[config.mk]
export PLATFORM = sky130hd
export DESIGN_NAME = vga_timing_gen
export DESIGN_NICKNAME = d
export VERILOG_FILES = /design/src/rtl/vga_timing_gen.sv
export SDC_FILE = /design/constraint.sdc
export NUM_CORES = 1
export LEC_CHECK = 0
export BUFFER_PORTS_ARGS = -buffer_cell sky130_fd_sc_hd__buf_2
export CORE_MARGIN = 4
export CORE_UTILIZATION = 60
export CTS_CLUSTER_SIZE = 24
export DETAILED_ROUTE_END_ITERATION = 12
export HOLD_SLACK_MARGIN = 0.05
export PLACE_DENSITY = 0.85
export RECOVER_POWER = 25
export SKIP_CTS_REPAIR_TIMING = 1
export SLEW_MARGIN = 10
export SYNTH_ARGS = -nofsm -noshare
export SYNTH_HDL_FRONTEND = slang
export SYNTH_SLANG_ARGS = --single-unit
[constraint.sdc]
create_clock -name clk -period 4.18 [get_ports clk]
set_clock_uncertainty 0.2 [all_clocks]
set_input_delay 0 -clock clk [delete_from_list [all_inputs] [get_ports clk]]
set_output_delay 0 -clock clk [all_outputs]
set_load 0.01 [all_outputs]
[src/rtl/vga_timing_gen.sv]
// rtl/vga_timing_gen.sv - raster timing generator for the scrolling-background peripheral
//
// Generates the horizontal/vertical raster for the background pixel
// generators. Every output is a register, and the outputs are aligned with
// each other on the same clock edge.
//
// Ports:
//   clk          in   project clock
//   rst_n        in   asynchronous active-low reset
//   enable       in   1 = run raster, 0 = hold idle
//   polarity     in   0 = syncs active-low, 1 = syncs active-high
//   hsync        out  horizontal sync
//   vsync        out  vertical sync
//   visible      out  current pixel lies in the active area
//   pix_x        out  current column, 0..H_TOTAL-1
//   pix_y        out  current line,   0..V_TOTAL-1
//   line_start   out  one-cycle strobe at pix_x == 0 while running
//   frame_start  out  one-cycle strobe at pix_x == 0, pix_y == 0 while running

module vga_timing_gen #(
  parameter int H_VISIBLE = 1024,
  parameter int H_FRONT   = 24,
  parameter int H_SYNC    = 136,
  parameter int H_BACK    = 160,
  parameter int V_VISIBLE = 768,
  parameter int V_FRONT   = 3,
  parameter int V_SYNC    = 6,
  parameter int V_BACK    = 29,
  parameter int CW        = 11
) (
  input  logic          clk,
  input  logic          rst_n,
  input  logic          enable,
  input  logic          polarity,
  output logic          hsync,
  output logic          vsync,
  output logic          visible,
  output logic [CW-1:0] pix_x,
  output logic [CW-1:0] pix_y,
  output logic          line_start,
  output logic          frame_start
);

  localparam int H_TOTAL = H_VISIBLE + H_FRONT + H_SYNC + H_BACK;
  localparam int V_TOTAL = V_VISIBLE + V_FRONT + V_SYNC + V_BACK;

  // Coordinate-width copies of the timing boundaries so every compare is
  // done at the counter width.
  localparam logic [CW-1:0] H_LAST       = CW'(H_TOTAL - 1);
  localparam logic [CW-1:0] V_LAST       = CW'(V_TOTAL - 1);
  localparam logic [CW-1:0] H_VIS_END    = CW'(H_VISIBLE);
  localparam logic [CW-1:0] V_VIS_END    = CW'(V_VISIBLE);
  localparam logic [CW-1:0] H_SYNC_BEGIN = CW'(H_VISIBLE + H_FRONT);
  localparam logic [CW-1:0] H_SYNC_END   = CW'(H_VISIBLE + H_FRONT + H_SYNC);
  localparam logic [CW-1:0] V_SYNC_BEGIN = CW'(V_VISIBLE + V_FRONT);
  localparam logic [CW-1:0] V_SYNC_END   = CW'(V_VISIBLE + V_FRONT + V_SYNC);

  // Two-state controller: IDLE holds the raster parked, RUN advances it.
  // The state doubles as the "running" flag: the first enabled edge out of
  // IDLE presents (0,0) instead of advancing.
  typedef enum logic {
    S_IDLE = 1'b0,
    S_RUN  = 1'b1
  } state_t;

  state_t state_q;
  state_t state_d;

  // Next values of every registered output
  logic [CW-1:0] x_d;
  logic [CW-1:0] y_d;
  logic          visible_d;
  logic          hsync_d;
  logic          vsync_d;
  logic          line_start_d;
  logic          frame_start_d;

  logic          h_in_sync;
  logic          v_in_sync;

  // State register
  always_ff @(posedge clk or negedge rst_n) begin
    if (!rst_n) begin
      state_q <= S_IDLE;
    end else begin
      state_q <= state_d;
    end
  end

  // Next-state logic: enable alone decides; a drop of enable always parks
  // the raster so that re-enabling restarts from the top-left corner.
  always_comb begin
    state_d = S_IDLE;
    if (enable) begin
      state_d = S_RUN;
    end
  end

  // Output logic: compute the new coordinates, then derive every flag from
  // those new coordinates so all outputs land on the same edge.
  always_comb begin
    x_d           = '0;
    y_d           = '0;
    visible_d     = 1'b0;
    hsync_d       = ~polarity;
    vsync_d       = ~polarity;
    line_start_d  = 1'b0;
    frame_start_d = 1'b0;
    h_in_sync     = 1'b0;
    v_in_sync     = 1'b0;

    if (enable) begin
      // Advance only when already running; the start edge keeps (0,0).
      if (state_q == S_RUN) begin
        if (pix_x == H_LAST) begin
          x_d = '0;
          y_d = (pix_y == V_LAST) ? '0 : pix_y + CW'(1);
        end else begin
          x_d = pix_x + CW'(1);
          y_d = pix_y;
        end
      end

      h_in_sync     = (x_d >= H_SYNC_BEGIN) && (x_d < H_SYNC_END);
      v_in_sync     = (y_d >= V_SYNC_BEGIN) && (y_d < V_SYNC_END);
      visible_d     = (x_d < H_VIS_END) && (y_d < V_VIS_END);
      // XNOR: polarity level inside the window, inverse outside.
      hsync_d       = ~(polarity ^ h_in_sync);
      vsync_d       = ~(polarity ^ v_in_sync);
      line_start_d  = (x_d == '0);
      frame_start_d = (x_d == '0) && (y_d == '0);
    end
  end

  // Output registers. Reset leaves syncs at 0 (idle for active-high); the
  // first clocked edge afterwards applies the real polarity.
  always_ff @(posedge clk or negedge rst_n) begin
    if (!rst_n) begin
      pix_x       <= '0;
      pix_y       <= '0;
      visible     <= 1'b0;
      hsync       <= 1'b0;
      vsync       <= 1'b0;
      line_start  <= 1'b0;
      frame_start <= 1'b0;
    end else begin
      pix_x       <= x_d;
      pix_y       <= y_d;
      visible     <= visible_d;
      hsync       <= hsync_d;
      vsync       <= vsync_d;
      line_start  <= line_start_d;
      frame_start <= frame_start_d;
    end
  end

endmodule

==> results by group <==
Layout
  • Fillers: 237
  • Final Non-Filler Cells: 261
  • Post-Route Utilization: 70.6%
  • Layout net count: 238
  • Sequential Area: 701 µm²
  • Share of layout cells above drive strength 1: 10.0%
  • Inserted Diodes: 0
  • Area delta synth->final: 10.2%
  • Multi-input gate area: 998 µm²

Synthesis
  • Cell type with the largest total area after synthesis: dfrtp_1
  • Async SR Flop Fraction: 100%
  • Netlist cell types: 50
  • Compound-Gate Fraction of Synth Area: 15.3%
  • Synth Area in Simple Gates: 31.3%
  • Synth top area cells: dfrtp_1, nor2_1, xor2_1
  • Synth warn: 0
  • Top-area cell type share of the netlist area: 39.0%
  • Sequential-to-total area share from yosys stat: 39.0%
  • Cells after synthesis: 203
  • Post-synth EDFFs: 0
  • Synth Register Bits: 28
  • Synth Net Count: 210
  • Adder-cell area share of the yosys netlist: 2.09%
  • Syn Std Cell Area: 1800 µm²
  • Most used DFF post-synth: dfrtp_1
  • Main combinational cell family by area after synthesis: simple AND/OR/NAND/NOR gates
  • Mux contribution to synthesized area: 0%
  • Average cell area after synthesis: 8.86 µm²
  • Post-synthesis xor/xnor area fraction: 6.82%

Clock network
  • TritonCTS clock tree: built
  • Worst-case clock buffer depth: 2
  • H-tree Lvls: 1
  • Clk_lat worst skew: 330 ps
  • CTS sink count: 28
  • CTS root buffer: clkbuf_4
  • Worst-path clk slew: 140 ps
  • Num CTS Buffers: 3

Route
  • Vias/cell: 6.23
  • First-pass DRT Iterations: 4
  • Routed length per instance: 15.5 µm
  • Initial DRC Count: 97
  • Post-DRT Antenna Nets: 0
  • Vias: 1,625
  • Total wire length: 4.05 mm
  • DR DRC count: 0

Floorplan
  • Die area: 3940 µm²
  • Io pins: 31
  • Initial Utilization: 64.1%
  • Die Span X: 62.7 µm
  • Rows: 19
  • Die height: 62.7 µm
  • CORE AREA: 2810 µm²

Global routing
  • M3 GR Usage: 4.86%
  • GR peak layer: met2
  • Vias in the first global route: 1,463
  • First-pass GRT wire length: 6.64 mm
  • Met2 GRT Util: 33.3%
  • Largest net degree at the start of global routing: 29
  • Initial antenna violation count: 0
  • GRT Overall Usage: 20.6%
  • GR Overflow Total: 0
  • Met1 Use GR: 28.1%

Timing
  • FMAX: 331 MHz
  • Total count of hold-check failures in the final report: 0
  • Crit path time final: 3020 ps
  • Setup violators final: 0
  • Slew Viols, Final: 0
  • Max transition margin: 59.2%
  • TNS Setup: 0 ps
  • Unrepaired setup endpoints after global routing: false
  • Fin crit share: 72.2%
  • Slew @ Worst Pin: 609 ps

Flow run
  • Max-cap viol count: 0

Place
  • GP Congestion: 0.941
  • # port buffers: 30
  • Detailed placer's ending HPWL: 2.89 mm
  • Placed Instances: 252

Worst setup path
  • Crit path launch type: register
  • Crit path DAT: 3080 ps
  • Setup crit end kind: register
  • WP data required: 4240 ps
  • Worst setup path category: register to register
  • Crit path max fanout: 11

Hold path
  • Worst hold path class: input port to register

Status
  • Outcome: complete, no violations

Power
  • Leakage: 0.843 nW
  • Worst VDD drop: 224 µV
  • PwrDens: 242 nW/µm²
[critical path, stage by stage (launching register included)]
cell and delay, ps:
dfrtp_1 440, ha_1 320, nand4_1 240, nor3_2 590
nand4_1 190, xor2_1 210, or3_1 400, nor4_2 200
xnor2_1 160
[path summary, 6_finish.rpt]
check / startpoint / slack, ps / endpoint / cells past startpoint
worst max-delay path: pix_x[0]$_DFF_PN0_ / 1160 / vsync$_DFF_PN0_ / 8
worst min-delay path: enable / 220 / state_q$_DFF_PN0_ / 2
min in group asynchronous: rst_n / 470 / frame_start$_DFF_PN0_ / 3
worst max register to register: pix_x[0]$_DFF_PN0_ / 1160 / vsync$_DFF_PN0_ / 8
max in group asynchronous: rst_n / 2200 / line_start$_DFF_PN0_ / 4
worst min register to register: pix_x[0]$_DFF_PN0_ / 340 / pix_x[0]$_DFF_PN0_ / 1
[power breakdown]
| part | leakage, nW | internal [mW] | switching, mW |
|---|---|---|---|
| Sequential | 0.378 | 0.275 | 0.00351 |
| Combinational | 0.437 | 0.00888 | 0.0166 |
| Clock | 0.0279 | 0.0970 | 0.0776 |
| Total | 0.843 | 0.381 | 0.0977 |
[registers in the layout, summed over array words and instances (netlist names)]
name         cells
frame_start      1
hsync            1
line_start       1
pix_x           11
pix_y           11
state_q          1
visible          1
vsync            1
[cells by family after synthesis]
kind of cell    count (synthesis)
compound gates                 39
xor+xnor                       14
fa+ha+maj                       3
buf+inv                        16
flops                          28
simple gates                  103
[metrics by stage]
| stage | hold WS (ps) | total power [mW] | area (µm²) | setup WS [ps] |
|---|---|---|---|---|
| CTS | -528 | 0.480 | 1960 | 1230 |
| global route | 237 | 0.499 | 1980 | 921 |
| finish | 221 | 0.479 | 1980 | 1160 |
| global placement | -170 | 0.306 | 1900 | 1410 |
| detailed placement | -157 | 0.307 | 1900 | 1280 |
| floorplan | -496 | 0.293 | 1800 | 1720 |
[metal layers]
metal | up-vias | part of all wire, % | wire (µm)
met5 | - | 0 | 0
met1 | 774 | 46 | 1850
met3 | 2 | 5.8 | 235
li1 | 795 | - | -
met2 | 54 | 48 | 1950
met4 | 0 | 0.49 | 20
[layout by cell type, fill, tap and decap left out, types with 2 or more instances in the layout]
master         count
and4_1             3
xnor2_1            5
nand3_2            2
nor4_1             3
nand4b_1           2
and3_1             5
o21ai_0            9
nand3b_1           2
nand2_1           19
nor3_1             3
nand3_1           15
a31oi_1            3
clkbuf_1          20
nor4_2             2
buf_2             10
ha_1               3
or3_1              2
nor2_1            28
xor2_1             9
a21oi_1            8
dfrtp_1           28
inv_1              4
nand2b_1           2
clkbuf_4           3
and4b_1            2
nand4_1            6
dlygate4sd3_1      5
a41o_1             2
o22ai_1            3
[final cells by class]
| cell class | instances | share of cell area [%] |
|---|---|---|
| tap | 31 | 1.96 |
| clock inverter | 1 | 1.52 |
| clock buffer | 3 | 1.14 |
| sequential | 28 | 35.4 |
| multi-input combinational | 159 | 50.4 |
| inverter | 4 | 0.758 |
| timing repair buffer | 35 | 8.84 |
[synthesized netlist by cell type, drive strengths merged, types with 2 or more instances]
cell	instances
nor2	29
dfrtp	28
nand2	19
nand3	18
buf	11
o21ai	10
xor2	9
a21oi	8
nand4	6
and3	5
nor4	5
xnor2	5
inv	4
nor3	4
a31oi	3
and4	3
ha	3
o22ai	3
a41o	2
and4b	2
nand2b	2
nand3b	2
nand4b	2
o41ai	2
or3	2
No activity file was read; power rests on OpenSTA's default activity.
